## config.mk

```make
export PLATFORM = sky130hd
export DESIGN_NAME = hsv_seq_ctrl
export DESIGN_NICKNAME = d
export VERILOG_FILES = /design/src/rtl/hsv_seq_ctrl.sv
export SDC_FILE = /design/constraint.sdc
export NUM_CORES = 1
export LEC_CHECK = 0
export BUFFER_PORTS_ARGS = -buffer_cell sky130_fd_sc_hd__buf_2
export CORE_AREA = 2 2 143 145
export CTS_BUF_LIST = sky130_fd_sc_hd__clkbuf_4
export DETAILED_ROUTE_END_ITERATION = 10
export DIE_AREA = 0 0 145 147
export GPL_TIMING_DRIVEN = 0
export PLACE_DENSITY = 0.77
export SYNTH_ARGS = -nofsm -noshare
export SYNTH_HDL_FRONTEND = slang
export SYNTH_SLANG_ARGS = --single-unit
```

## constraint.sdc

```tcl
create_clock -name clk -period 8 [get_ports clk]
set_clock_uncertainty 0.05 [all_clocks]
set_input_delay 0.8 -clock clk [delete_from_list [all_inputs] [get_ports clk]]
set_output_delay 0.8 -clock clk [all_outputs]
set_load 0.01 [all_outputs]
```

## src/rtl/hsv_seq_ctrl.sv

```systemverilog
// RGB-to-HSV pixel sequencer: valid/ready input, one shared 9-bit restoring
// divider reused for the hue fraction and the saturation ratio, backpressured output.
module hsv_seq_ctrl #(
  parameter int unsigned SKIP_ZERO = 1
) (
  input  logic        clk,
  input  logic        rst_n,
  input  logic        in_valid,
  output logic        in_ready,
  input  logic [7:0]  r,
  input  logic [7:0]  g,
  input  logic [7:0]  b,
  output logic        out_valid,
  input  logic        out_ready,
  output logic [23:0] hsv,
  output logic        busy
);

  typedef enum logic [2:0] {IDLE, PREP, DIV_HUE, DIV_SAT, POST, OUT} state_t;
  typedef enum logic [1:0] {SEL_R, SEL_G, SEL_B} sel_t;

  state_t      state;
  sel_t        sel;
  logic [7:0]  r_q, g_q, b_q;
  logic [7:0]  mx, diff;
  logic        neg;
  logic [8:0]  rem, quo, qh, qs;
  logic [3:0]  cnt;

  sel_t        sel_c;
  logic [7:0]  mx_c, mn_c, in1_c, in2_c, diff_c, num_c;
  logic        neg_c;
  logic [7:0]  den;
  logic        ge;
  logic [8:0]  rem_sub, rem_nxt, q_nxt;
  logic [6:0]  t_c, sat_c;
  logic [8:0]  hue_c;

  assign in_ready = (state == IDLE);
  assign busy     = (state != IDLE);

  // Max-colour select with r > g > b priority on ties, plus the hue operand pair.
  always_comb begin
    sel_c = SEL_R;
    mx_c  = r_q;
    in1_c = g_q;
    in2_c = b_q;
    if (r_q >= g_q && r_q >= b_q) begin
      sel_c = SEL_R; mx_c = r_q; in1_c = g_q; in2_c = b_q;
    end else if (g_q >= b_q) begin
      sel_c = SEL_G; mx_c = g_q; in1_c = b_q; in2_c = r_q;
    end else begin
      sel_c = SEL_B; mx_c = b_q; in1_c = r_q; in2_c = g_q;
    end
    mn_c   = (r_q < g_q) ? r_q : g_q;
    mn_c   = (mn_c < b_q) ? mn_c : b_q;
    diff_c = mx_c - mn_c;
    neg_c  = (in1_c < in2_c);
    num_c  = neg_c ? (in2_c - in1_c) : (in1_c - in2_c);
  end

  // One divider step; the denominator follows the active phase.
  always_comb begin
    den     = (state == DIV_SAT) ? mx : diff;
    ge      = (rem >= {1'b0, den});
    rem_sub = ge ? (rem - {1'b0, den}) : rem;
    rem_nxt = {rem_sub[7:0], 1'b0};
    q_nxt   = {quo[7:0], ge};
  end

  always_comb begin
    t_c   = 7'((15'(qh) * 15'd60) >> 8);
    sat_c = 7'((15'(qs) * 15'd127) >> 8);
    hue_c = '0;
    case (sel)
      SEL_R:   hue_c = neg ? ((t_c == 7'd0) ? 9'd0 : (9'd360 - 9'(t_c))) : 9'(t_c);
      SEL_G:   hue_c = neg ? (9'd120 - 9'(t_c)) : (9'd120 + 9'(t_c));
      SEL_B:   hue_c = neg ? (9'd240 - 9'(t_c)) : (9'd240 + 9'(t_c));
      default: hue_c = '0;
    endcase
    if (diff == 8'd0) begin
      hue_c = '0;
      sat_c = '0;
    end
    if (mx == 8'd0) sat_c = '0;
  end

  always_ff @(posedge clk or negedge rst_n) begin
    if (!rst_n) begin
      state     <= IDLE;
      sel       <= SEL_R;
      r_q       <= '0;
      g_q       <= '0;
      b_q       <= '0;
      mx        <= '0;
      diff      <= '0;
      neg       <= 1'b0;
      rem       <= '0;
      quo       <= '0;
      qh        <= '0;
      qs        <= '0;
      cnt       <= '0;
      hsv       <= '0;
      out_valid <= 1'b0;
    end else begin
      case (state)
        IDLE: begin
          if (in_valid) begin
            r_q   <= r;
            g_q   <= g;
            b_q   <= b;
            state <= PREP;
          end
        end
        PREP: begin
          sel   <= sel_c;
          mx    <= mx_c;
          diff  <= diff_c;
          neg   <= neg_c;
          rem   <= {1'b0, num_c};
          quo   <= '0;
          cnt   <= '0;
          state <= (SKIP_ZERO != 0 && diff_c == 8'd0) ? POST : DIV_HUE;
        end
        DIV_HUE: begin
          rem <= rem_nxt;
          quo <= q_nxt;
          cnt <= cnt + 4'd1;
          if (cnt == 4'd8) begin
            // Hand the datapath over to the saturation division.
            qh    <= q_nxt;
            rem   <= {1'b0, diff};
            quo   <= '0;
            cnt   <= '0;
            state <= DIV_SAT;
          end
        end
        DIV_SAT: begin
          rem <= rem_nxt;
          quo <= q_nxt;
          cnt <= cnt + 4'd1;
          if (cnt == 4'd8) begin
            qs    <= q_nxt;
            state <= POST;
          end
        end
        POST: begin
          hsv       <= {hue_c, sat_c, mx};
          out_valid <= 1'b1;
          state     <= OUT;
        end
        OUT: begin
          if (out_ready) begin
            out_valid <= 1'b0;
            state     <= IDLE;
          end
        end
        default: state <= IDLE;
      endcase
    end
  end

endmodule
```

==> flow_summary.json, run 1 <==
{
  "synth_compound_area_share_pct": 19.4,
  "hold_viol_final": 0,
  "cp_num_buf_inv": 2,
  "fillers": 1798,
  "postSynthAreaPerCell_um2": 9.28,
  "drc": 0,
  "cts-root-buf": "clkbuf_4",
  "route.detailed.wl_per_inst_um": 16.5,
  "setup_tns_ns": 0,
  "dp_hpwl_mm": 18.1,
  "drive_gt1_share_pct": 11.4,
  "drt_wl_total_mm": 22.9,
  "vias_per_cell": 5.68,
  "dieArea_um2": 21300,
  "postCtsSetupRepairBufs": 0,
  "ctsHoldBuffers": 0,
  "layout_commonest_cell": "ha_1",
  "arrival_ns": 6.91,
  "grt_max_degree": 72,
  "synth_warnings": 0,
  "maxCapViolCount": 0,
  "cts_made_buffers": 9,
  "place_congestion": 0.892,
  "portBuffers": 54,
  "grt_pass1_wl_mm": 38.8,
  "synthCells": 1048,
  "timing.critical_path.from_type": "flop",
  "antenna_found_initial": 1,
  "synth.net_count": 1241,
  "yosys.area_share.simple_pct": 11.4,
  "synth_top_family_by_area": "adder cells",
  "cts_tree": "yes",
  "path_class": "flop to flop",
  "cp_max_fo": 10,
  "num_rows": 52,
  "hold_class": "input pin to asynchronous set/reset pin",
  "relSlewSlack_pct": 17.2,
  "crit_chain": "inv_1 > ha_1 > nor2b_1 > o211ai_1 > a21oi_1 > nor2_1 > clkbuf_1 > o21ai_0 > ha_1 > a21oi_1 > o21ai_0 > nor3_1 > o21ai_0 > nand3_1 > mux2i_1 > ha_1 > a21oi_1 > o21bai_1 > a21o_1 > a2111oi_0 > or3_1 > xnor3_1 > a41oi_1 > o22ai_1",
  "htreeDepth": 3,
  "synthMuxAreaShare_pct": 7.62,
  "reg2reg_from": "g_q[1]",
  "ys_seq_area_share_pct": 28.3,
  "min_period_ns": 6.55,
  "yosys.area_share.adder_pct": 24.6,
  "required_ns": 8.37,
  "pre_cts_ws_ns": 1.53,
  "syn-cell-area_um2": 9720,
  "finalCritPeriodShare_pct": 81.8,
  "grt_overflow_total": 0,
  "cts_resized": 0,
  "clk_pin_slew_worst_paths_ns": 0.20,
  "die_w_um": 145,
  "io_pins": 55,
  "cts.sinks": 110,
  "nNetsFinal": 1307,
  "yosys.cell_types.count": 70,
  "placed_cell_area_um2": 10400,
  "finalSetupViolCount": 0,
  "drt_iter0_drc": 562,
  "vias": 7890,
  "fin_area_um2": 10500,
  "grt_pass1_vias": 8049,
  "synthToLayoutAreaGrowth_pct": 8.26,
  "worst_setup_path_end_kind": "flop",
  "tightest_slew_ns": 1.23,
  "grt.total_usage_pct": 22.2,
  "crit_family": "compound AO/OA/AOI/OAI gates",
  "drt_first_pass_iters": 5,
  "worst_path_largest_cell_delay_ns": 0.51,
  "initial_core_util_pct": 49.0,
  "insertion_delay_ns": 0.53,
  "dieHeight_um": 147,
  "antenna_left": 0,
  "synthArstFlopShare_pct": 100,
  "status": "completed",
  "crit_start": "g_q[1]",
  "setup_ws_ns": 1.45,
  "synth_edf_count": 0,
  "finalMaxSlewViolations": 0,
  "synthFlopType": "dfrtp_1",
  "fmax_mhz": 153,
  "synth_seq_cells": 110,
  "clk_path_buf_depth": 2,
  "yosys.area_share.xor_xnor_pct": 3.28,
  "mostFrequentLayoutCells": "ha_1 (121), nand2_1 (112), dfrtp_1 (110)",
  "crit_path_top_delay_cell": "xnor3_1",
  "rsz0062_at_grt": "no",
  "core-area_um2": 19800
}
-- flip-flops by register name (all words and copies together) (netlist names), 9 cells and up --
name and flops:
qs 9, rem 9, hsv 24, qh 9
-- through the flow --
stage | hold slack (ns) | utilization (%) | std cells
2_1_floorplan | 0.401 | - | 1048
3_3_place_gp | 0.410 | 52.1 | 1372
3_5_place_dp | 0.419 | 52.2 | 1373
4_1_cts | 0.0962 | 53.0 | 1389
5_1_grt | 0.104 | 53.1 | 1390
6_report | 0.0933 | 53.1 | 1390
-- kinds of logic (layout without fill, tap and decap cells) --
kind of cell | Yosys count | count (layout)
AOI/OAI and AO/OA | 284 | 284
xor gates and xnor gates | 34 | 34
adders and majority gates | 165 | 165
buffers and inverters | 135 | 206
DFF | 110 | 110
muxes | 70 | 70
other | 0 | 1
and+or+nand+nor | 250 | 250
-- per-layer routing --
metal,vias up,routed length [um],global-route usage (%)
li1,3832,-,-
met1,3817,9980,27.9
met2,190,11300,38.6
met3,51,828,2.39
met4,0,820,10.1
met5,-,0,0
-- worst paths after layout --
path	endpoint	slack (ns)	depth (start not counted)
worst max-delay path	state[2]	1.45	24
worst min-delay path	hsv[10]	0.09	1
worst max register to register	state[2]	1.45	24
worst min register to register	out_valid	0.45	2
max in group asynchronous	diff[5]	7.12	2
min in group clk	g_q[5]	0.41	3
-- cell type report --
class	instances	area (um^2)	area share, %
sequential	110	2750	26.1
multi-input combinational	803	6450	61.3
clock buffer	9	67.6	0.642
clock inverter	7	91.3	0.868
antenna	1	2.50	0.0238
inverter	99	372	3.53
buffer	36	146	1.39
tap	270	338	3.21
timing repair buffer	55	304	2.89
-- cells in the mapped netlist (28+ instances only) --
library cell	number	area, um^2
inv_1	96	360
nand2_1	112	420
clkbuf_1	29	109
fa_1	44	881
mux2_2	32	360
o21ai_0	82	410
mux2i_1	38	380
dfrtp_1	110	2750
ha_1	121	1510
a21o_1	28	210
a21oi_1	61	305
nor2_1	62	233
Power of run 1 is not shown: default switching activity piles up to over one toggle a cycle in this logic, so the estimate is an artifact.
==> inputs of run 2 (changes only) <==
PLACE_DENSITY = 0.79   (was 0.77)
clock period = 5.6 ns   (was 8 ns; I/O delays follow)
==> flow_summary.json, run 2 (same netlist as run 1, synthesis figures left out) <==
{
  "reg2reg_from": "g_q[1]",
  "antenna_found_initial": 1,
  "drt_first_pass_iters": 5,
  "cp_max_fo": 10,
  "grt_overflow_total": 0,
  "route.detailed.wl_per_inst_um": 16.2,
  "min_period_ns": 5.31,
  "drc": 0,
  "r2r_cells": 24,
  "dieArea_um2": 21300,
  "mostFrequentLayoutCells": "ha_1 (121), nand2_1 (112), dfrtp_1 (106)",
  "cts_tree": "yes",
  "dieHeight_um": 147,
  "cts-root-buf": "clkbuf_4",
  "insertion_delay_ns": 0.51,
  "clk_path_buf_depth": 2,
  "vias": 7924,
  "vias_per_cell": 5.65,
  "layout_commonest_cell": "ha_1",
  "synthToLayoutAreaGrowth_pct": 9.87,
  "dp_hpwl_mm": 17.8,
  "timing.rr.end": "state[2]",
  "finalCritPeriodShare_pct": 94.8,
  "r2r_slack_ns": 0.29,
  "nNetsFinal": 1319,
  "arrival_ns": 5.67,
  "num_rows": 52,
  "clk_pin_slew_worst_paths_ns": 0.19,
  "relSlewSlack_pct": 16.8,
  "initial_core_util_pct": 49.0,
  "antenna_left": 0,
  "grt.total_usage_pct": 21.8,
  "io_pins": 55,
  "htreeDepth": 3,
  "cp-endpoint": "state[2]",
  "grt_pass1_wl_mm": 38.4,
  "finalMaxSlewViolations": 0,
  "finalSetupViolCount": 0,
  "grt_max_degree": 60,
  "core-area_um2": 19800,
  "place_congestion": 0.919,
  "portBuffers": 54,
  "fmax_mhz": 188,
  "cts_made_buffers": 9,
  "path_class": "flop to flop",
  "die_w_um": 145,
  "drt_wl_total_mm": 22.7,
  "regMostFlops": "hsv",
  "grt_pass1_vias": 7908,
  "worst_setup_path_end_kind": "flop",
  "status": "completed",
  "timing.critical_path.from_type": "flop",
  "maxCapViolCount": 0,
  "required_ns": 5.96,
  "drive_gt1_share_pct": 14.3,
  "hold_viol_final": 0,
  "fillers": 1784,
  "largest_reg_flops": 24,
  "crit_start": "g_q[1]",
  "tightest_slew_ns": 1.24,
  "hold_class": "input pin to flop",
  "drt_iter0_drc": 436,
  "setup_tns_ns": 0,
  "rsz0062_at_grt": "yes",
  "cts.sinks": 110
}
==> run 2: metrics by stage <==
stage / setup WS [ns] / hold slack (ns) / utilization [%] / instances / area (um^2)
final: 0.288 / 0.184 / 53.8 / 1402 / 10700
after detailed placement: -0.712 / 0.418 / 52.2 / 1373 / 10400
after global placement: -0.642 / 0.411 / 52.1 / 1372 / 10300
after global routing: -0.0651 / 0.183 / 53.8 / 1402 / 10700
after floorplan: 0.231 / 0.214 / - / 1048 / 9720
after CTS: 0.00211 / 0.163 / 53.2 / 1392 / 10600
==> run 2: worst min path at each step <==
stage	slack, ns	to	start	depth (start not counted)
detailed placement	0.42	out_valid	out_valid	2
finish	0.18	g_q[0]	g[0]	3
floorplan	0.21	b_q[0]	rst_n	0
global placement	0.41	out_valid	out_valid	2
global route	0.18	g_q[5]	g[5]	3
CTS	0.16	g_q[0]	g[0]	3
==> run 2: critical path, cell delays in order, from the launching register on <==
cell       delay (ns)
dfrtp_1          0.43
inv_2            0.07
ha_1             0.28
nor2b_1          0.14
o211ai_1         0.29
a21oi_2          0.11
nor2_2           0.17
buf_6            0.16
nand2_1          0.05
o21ai_1          0.13
ha_1             0.30
a211oi_2         0.26
a211oi_1         0.10
or2_2            0.31
nand3_4          0.13
mux2i_4          0.28
ha_1             0.26
a21oi_1          0.16
o21bai_1         0.11
a21o_1           0.22
a2111oi_1        0.36
or3_1            0.17
xnor3_2          0.33
a41oi_2          0.22
o22ai_1          0.10
==> run 2: metal layers <==
| layer | wire length, um | share of wire, % | global-route usage [%] |
|---|---|---|---|
| met1 | 9900 | 44 | 28.3 |
| met2 | 11500 | 51 | 38.2 |
| met3 | 795 | 3.5 | 2.67 |
| met4 | 544 | 2.4 | 7.18 |
| met5 | 0 | 0 | 0 |
==> run 2: area by class of cell <==
cell class	instances	area, um^2	area share (%)
Tap cell	270	338	3.16
Inverter	99	372	3.48
Antenna cell	1	2.50	0.0234
Multi-Input combinational cell	803	6530	61.1
Clock inverter	7	58.8	0.550
Timing Repair Buffer	67	397	3.71
Buffer	36	161	1.51
Sequential cell	110	2760	25.8
Clock buffer	9	67.6	0.632
==> run 2: what timing repair did <==
| action | in CTS | in global routing |
|---|---|---|
| buffers inserted | 2 | 9 |
| hold buffers | 1 | 0 |
| resized for setup | 11 | 28 |
| endpoints found under the hold margin | 51 | 0 |
| pin swaps | 2 | 9 |
| endpoints found under the setup margin | 6 | 9 |
Power of run 2 is left out for the same reason.
